<file path="src/rtl/uart_tx_arbiter.sv">
// rtl/uart_tx_arbiter.sv - packet-level round-robin arbiter sharing one UART TX engine
module uart_tx_arbiter #(
    parameter int NUM_REQ        = 3,
    parameter int DATA_W         = 8,
    parameter int TIMEOUT_CYCLES = 5_000_000,
    localparam int ID_W          = $clog2(NUM_REQ)
) (
    input  logic                      clk,
    input  logic                      reset,
    input  logic [NUM_REQ-1:0]        req_valid,
    input  logic [NUM_REQ*DATA_W-1:0] req_data,
    input  logic [NUM_REQ-1:0]        req_last,
    output logic [NUM_REQ-1:0]        req_ready,
    output logic                      tx_start,
    output logic [DATA_W-1:0]         tx_data,
    input  logic                      tx_busy,
    output logic                      grant_valid,
    output logic [ID_W-1:0]           grant_id,
    output logic                      abort_pulse
);

    localparam logic [1:0] IDLE      = 2'd0;
    localparam logic [1:0] SEND      = 2'd1;
    localparam logic [1:0] START     = 2'd2;
    localparam logic [1:0] WAIT_DONE = 2'd3;

    localparam int CNT_W = (TIMEOUT_CYCLES > 0) ? $clog2(TIMEOUT_CYCLES + 1) : 1;
    localparam logic [CNT_W-1:0] TIMEOUT_VAL = CNT_W'(TIMEOUT_CYCLES);

    logic [1:0]        state;
    logic [ID_W-1:0]   ptr;
    logic [DATA_W-1:0] data_q;
    logic              last_q;
    logic [CNT_W-1:0]  stall_cnt;

    logic              pick_found;
    logic [ID_W-1:0]   pick_id;
    logic              sel_valid;
    logic              sel_last;
    logic [DATA_W-1:0] sel_data;
    logic              timeout_hit;
    logic              accept;
    logic [ID_W-1:0]   next_ptr;

    // Circular search starting at the rotation pointer; first asserted index wins.
    always_comb begin
        int idx;
        pick_found = 1'b0;
        pick_id    = '0;
        idx        = 0;
        for (int k = 0; k < NUM_REQ; k++) begin
            idx = int'(ptr) + k;
            if (idx >= NUM_REQ) begin
                idx = idx - NUM_REQ;
            end
            if (!pick_found && req_valid[idx]) begin
                pick_found = 1'b1;
                pick_id    = ID_W'(idx);
            end
        end
    end

    assign sel_valid = req_valid[grant_id];
    assign sel_last  = req_last[grant_id];
    assign sel_data  = req_data[grant_id*DATA_W +: DATA_W];

    // A revoked grant must not accept a byte that shows up in the revoke cycle.
    assign timeout_hit = (TIMEOUT_CYCLES != 0) && (state == SEND) && (stall_cnt >= TIMEOUT_VAL);
    assign accept      = (state == SEND) && !timeout_hit && !tx_busy && sel_valid;
    assign req_ready   = accept ? (NUM_REQ'(1) << grant_id) : '0;

    assign next_ptr    = (grant_id == ID_W'(NUM_REQ - 1)) ? '0 : grant_id + 1'b1;

    assign tx_start    = (state == START);
    assign tx_data     = data_q;
    assign abort_pulse = timeout_hit;

    always_ff @(posedge clk or posedge reset) begin
        if (reset) begin
            state       <= IDLE;
            ptr         <= '0;
            grant_valid <= 1'b0;
            grant_id    <= '0;
            data_q      <= '0;
            last_q      <= 1'b0;
            stall_cnt   <= '0;
        end else begin
            case (state)
                IDLE: begin
                    if (pick_found) begin
                        grant_id    <= pick_id;
                        grant_valid <= 1'b1;
                        stall_cnt   <= '0;
                        state       <= SEND;
                    end
                end
                SEND: begin
                    if (timeout_hit) begin
                        grant_valid <= 1'b0;
                        ptr         <= next_ptr;
                        state       <= IDLE;
                    end else if (accept) begin
                        data_q    <= sel_data;
                        last_q    <= sel_last;
                        stall_cnt <= '0;
                        state     <= START;
                    end else if (!sel_valid && (stall_cnt != '1)) begin
                        stall_cnt <= stall_cnt + 1'b1;
                    end
                end
                START: begin
                    state <= WAIT_DONE;
                end
                WAIT_DONE: begin
                    if (!tx_busy) begin
                        if (last_q) begin
                            grant_valid <= 1'b0;
                            ptr         <= next_ptr;
                            state       <= IDLE;
                        end else begin
                            state <= SEND;
                        end
                    end
                end
                default: begin
                    state <= IDLE;
                end
            endcase
        end
    end

endmodule

</file>
<file path="config.mk">
export PLATFORM = sky130hd
export DESIGN_NAME = uart_tx_arbiter
export DESIGN_NICKNAME = d
export VERILOG_FILES = /design/src/rtl/uart_tx_arbiter.sv
export SDC_FILE = /design/constraint.sdc
export NUM_CORES = 1
export LEC_CHECK = 0
export ABC_AREA = 1
export BUFFER_PORTS_ARGS = -buffer_cell sky130_fd_sc_hd__clkbuf_2
export CAP_MARGIN = 40
export CORE_ASPECT_RATIO = 2
export CORE_MARGIN = 4
export CORE_UTILIZATION = 57
export DETAILED_ROUTE_END_ITERATION = 7
export PLACE_DENSITY = 0.89
export SLEW_MARGIN = 10
export SYNTH_ARGS = -nofsm -noshare
export SYNTH_HDL_FRONTEND = slang
export SYNTH_SLANG_ARGS = --single-unit
</file>
<file path="constraint.sdc">
create_clock -name clk -period 2.53 [get_ports clk]
set_input_delay 0.3795 -clock clk [delete_from_list [all_inputs] [get_ports clk]]
set_output_delay 0.3795 -clock clk [all_outputs]
set_load 0.05 [all_outputs]
</file>
After elaboration in Yosys (flattened, before gate mapping). Index checks and enable logic that the tools add are counted.

Bits in latches: 0. Memories kept: 0. Logic and storage cells: 103. Memory bits (writable): 0. ROM bits: 0. Output and inout port bits: 16. Register bits after elaboration: 39.

Order comparisons: 8. Bitwise logic cells: 1. Add/subtract/negate cells: 7. Shift operators: 2. Divide/modulo/power cells: 0. Multiply operators: 0. Reduce and logical (&&, ||, !) cells: 22. Equality and inequality tests: 12. Multiplexer cells: 44.

Operators by type and width (number): 32-bit by 4-bit < comparator with 1-bit output (second input constant) (3); 32-bit 2-to-1 mux (3); 23-bit 2-to-1 mux (4); 23-bit case mux with 2 select lines (1); 24-bit by 6-bit variable part select with 8-bit output (1); 23-bit by 1-bit adder with 23-bit output (second input constant) (1); 23-bit >= comparator (second input constant) (1); 23-bit inequality test (second input constant) (1); 2-bit 2-to-1 mux (11); 1-bit 2-to-1 mux (16); 1-bit binary-select mux with 2-bit select (5); 2-bit inequality test (second input constant) (5); 2-bit case mux with 4 select lines (1); 4-bit AND reduction (2); 3-bit by 2-bit subtractor with 4-bit output (second input constant) (2); 1-bit logical AND (7); 2-bit == test (second input constant) (3); 3-bit by 2-bit >= comparator with 1-bit output (second input constant) (2); 3-bit AND reduction (2); 1-bit logical NOT (5); 5-bit AND reduction (1); 2-bit case mux with 2 select lines (1); 2-bit nonzero test (2); 2-bit by 1-bit adder with 3-bit output (second input constant) (1); 15 further kinds (15).

Logic depth before layout (Yosys ltp).
Depth in word-level cells: 14. Mapped depth: 15. Mapped depth without buffers: 14.

Least setup slack after synthesis. No wires, ideal clock.

Kind: reg-to-output. Start point: register grant_id[1]. End point: output req_ready[0]. Data arrival time: 2.216 ns. Slack: -0.065 ns. Path buffers: 1. Stages on the path, launching flop included: 8. Cells stage by stage: dfrtp_1 nand2_1 o21ai_1 o21ai_1 nor2_2 nand3_2 buf_2 nor2_1.

Cells in the longest elaborated chain, start to end: 4. Elaborated cells on any way between the ends: 5.

Ends and longest elaborated chain: start, declared (line 18) `output logic [ID_W-1:0] grant_id,`; start signal, assigned (line 91) `grant_id <= pick_id;`; 1-bit binary-select mux with 2-bit select (line 63) `assign sel_valid = req_valid[grant_id];`; 1-bit 2-to-1 mux (not written as such) (line 63); 1-bit logical AND (line 69) `assign accept = (state == SEND) && !timeout_hit && !tx_busy && sel_valid;`; 3-bit 2-to-1 mux * (line 70) `assign req_ready = accept ? (NUM_REQ'(1) << grant_id) : '0;`; end, declared (line 13) `output logic [NUM_REQ-1:0] req_ready,`.

Mark *: on every way between the ends. The rest lies on a longest branch, timed or not. The select of a mux whose other input is x is not followed.

Worst setup path after layout.
Start point: register grant_id[0]. End point: output req_ready[2].

Same word-level chain as after synthesis.

==> results.py <==
metrics = {
    "run_status": {
        "status": "completed",
    },
    "timing": {
        "tightest_slew_ns": 0.740,
        "rsz_0062_raised_after_global_routing": "false",
        "fin_setup_tns_ns": 0,
        "report.final.hold_viol_count": 0,
        "period_needed_ns": 2.38,
        "finalHoldWorstSlack_ns": 0.163,
        "max-slew-margin-rel_pct": 50.6,
        "maxClockFrequency_ghz": 0.420,
        "timing.clock.skew_ns": 0.00377,
        "setup_ws_ns": 0.149,
        "setup_viol": 0,
        "final-max-slew-violation-count": 0,
        "fin_crit_sh_pct": 94.1,
    },
    "die": {
        "coreArea_um2": 4820,
        "floorplan.die.height_um": 108,
        "dieArea_um2": 6210,
        "num_io_pins": 49,
        "initial_utilization_pct": 58.6,
        "placement_rows": 36,
        "die_width_um": 57.8,
    },
    "logic_synthesis": {
        "synth-async-reset-ratio_pct": 100,
        "ys_top_cells_by_count": "151 x nand2_1, 44 x inv_1, 43 x nor2_1",
        "synthesis.instances": 424,
        "synth-main-ff-cell": "dfrtp_1",
        "yosysTopAreaCellShare_pct": 34.6,
        "syn_nets": 461,
        "postSynthAreaPerCell_um2": 6.66,
        "netlist-cell-type-count": 31,
        "synth.yosys.seq_area_share_pct": 34.6,
        "synth_enable_flop_cells": 0,
        "synthesis.yosys.warnings": 0,
        "synth_area_leader_cell": "dfrtp_1",
        "yosys_register_bits": 39,
        "synth.most_common_cell": "nand2_1",
        "netlist_top_cells_area": "dfrtp_1 35%, nand2_1 20%, inv_1 5.8%",
        "netlist_area_um2": 2820,
    },
    "worst_setup_path": {
        "type_of_the_setup_path_with_the_least_slack": "reg2out",
        "timing.critical_path.fanout_max": 8,
        "crit_path_end_kind": "primary output",
        "worstPathArrival_ns": 2.00,
        "crit_path_start_kind": "flop",
        "required_worst_endpoint_ns": 2.15,
    },
    "route": {
        "wl_per_cell_um": 13.5,
        "routed_via_density": 5.45,
        "detail_route.wirelength_um": 7130,
        "drc": 0,
        "number_of_drc_violations_after_detailed_routing_iteration_0": 103,
        "dr_total_vias": 2883,
        "first_pass_iters": 4,
        "detail-route-antenna-nets": 0,
    },
    "placed_design": {
        "place_ws_ns": 0.324,
        "dp.final_hpwl_um": 5500,
        "place_congestion": 0.960,
        "dp_cells": 521,
        "placed_area_um2": 3080,
        "port_buffers": 48,
    },
    "global_route": {
        "vias_in_the_first_global_route": 2964,
        "grt_pass1_wl_um": 12300,
        "globalRouteTotalUtil_pct": 25.3,
        "grt_start_max_net_pins": 40,
        "grt_antenna_before_repair": 0,
        "gr-total-overflow": 0,
    },
    "clock_network": {
        "tritoncts_num_sinks": 39,
        "number_of_h_tree_levels": 2,
        "cts.reportedPaths.clkPinSlew_ns": 0.09,
        "cts_max_path_buffers": 2,
        "cts_hold_repair.buffers": 0,
        "cts-root-buf": "clkbuf_8",
        "tritoncts": "built",
        "insertion_delay_ns": 0.29,
        "postCtsSetupBuffers": 0,
        "cts_made_buffers": 5,
    },
    "power_and_ir_drop": {
        "cell_area_power_density_nw_per_um2": 931,
        "ir_drop_uv": 800,
        "totalPowerFinal_mw": 2.96,
        "cellLeakagePower_nw": 1.73,
    },
    "layout": {
        "finalNetCount": 508,
        "final_core_util_pct": 65.9,
        "area_growth_pct": 12.5,
        "stdcell_area_um2": 3180,
        "layout.cells.non_filler": 529,
        "insertedDiodeCount": 0,
        "drive_gt1_share_pct": 16.5,
    },
    "flow_run": {
        "max_cap_violations": 0,
    },
    "min_path": {
        "min_path_type": "in2async",
    },
}
[flip-flops by register name, summed over array words and instances, names as in the netlist, named ones only]
| name | flops |
|---|---|
| ptr | 2 |
| stall_cnt | 23 |
| grant_id | 2 |
| grant_valid | 1 |
| tx_data | 8 |
| last_q | 1 |
| state | 1 |
[critical path: stages, from the launching register on]
cell     delay [ns]
dfrtp_1        0.48
inv_2          0.12
nand2_1        0.09
o21ai_1        0.13
o21ai_1        0.14
nor2_2         0.22
nand3_2        0.15
nor2_1         0.12
buf_2          0.27
[cell type report]
cell class	count	area [um2]
Multi-Input combinational cell	322	1580
Clock inverter	3	25.0
Clock buffer	5	68.8
Sequential cell	39	976
Inverter	53	199
Fill cell	433	1640
Timing Repair Buffer	50	260
Tap cell	57	71.3
[logic make-up after synthesis]
logic type      synth area share [%]
compound gates                  7.49
xor+xnor                        5.27
fa+ha+maj                       1.77
buf+inv                         9.61
flops                           34.6
simple gates                    41.3
[placed cells by master, fill, tap and decap left out, drive strengths merged]
cell	netlist	final
a21boi	1	1
a21oi	11	11
a22o	3	3
a31oi	2	2
and3	1	1
buf	10	3
clkbuf	0	52
clkinv	2	4
clkinvlp	0	1
dfrtp	39	39
ha	4	4
inv	51	51
nand2	155	155
nand3	23	23
nand3b	2	2
nand4	26	26
nor2	48	48
nor2b	1	1
nor3	8	8
o21ai	19	19
or2	1	1
xnor2	2	2
xor2	15	15
[where the power goes]
part           internal (mW)  switching [mW]  leakage (nW)
combinational          0.415            1.24          1.17
clock                  0.197           0.248        0.0443
sequential             0.745           0.114         0.523
[path summary, 6_finish.rpt]
path	slack (ns)	to	cells after the start	startpoint
max in group asynchronous	2.02	grant_valid	3	reset
max reg2reg	0.31	stall_cnt[11]	12	ptr[0]
min reg2reg	0.48	grant_valid	2	grant_valid
max	0.15	req_ready[2]	8	grant_id[0]
min	0.16	tx_data[6]	3	reset
min in group clk	0.38	tx_data[0]	3	req_data[16]
[routing by layer]
layer / up-vias / global-route usage (%) / wire length [um]
li1: 1448 / - / -
met1: 1297 / 23.4 / 2450
met2: 100 / 47.7 / 3910
met3: 38 / 3.72 / 286
met4: 0 / 17.9 / 486
met5: - / 0 / 0
[repair_timing]
item                                    4_1_cts  5_1_grt
endpoints found under the setup margin        0        3
hold endpoints to repair                      0        0
gates resized for setup                       0        5
(Power assumes the default switching activity.)
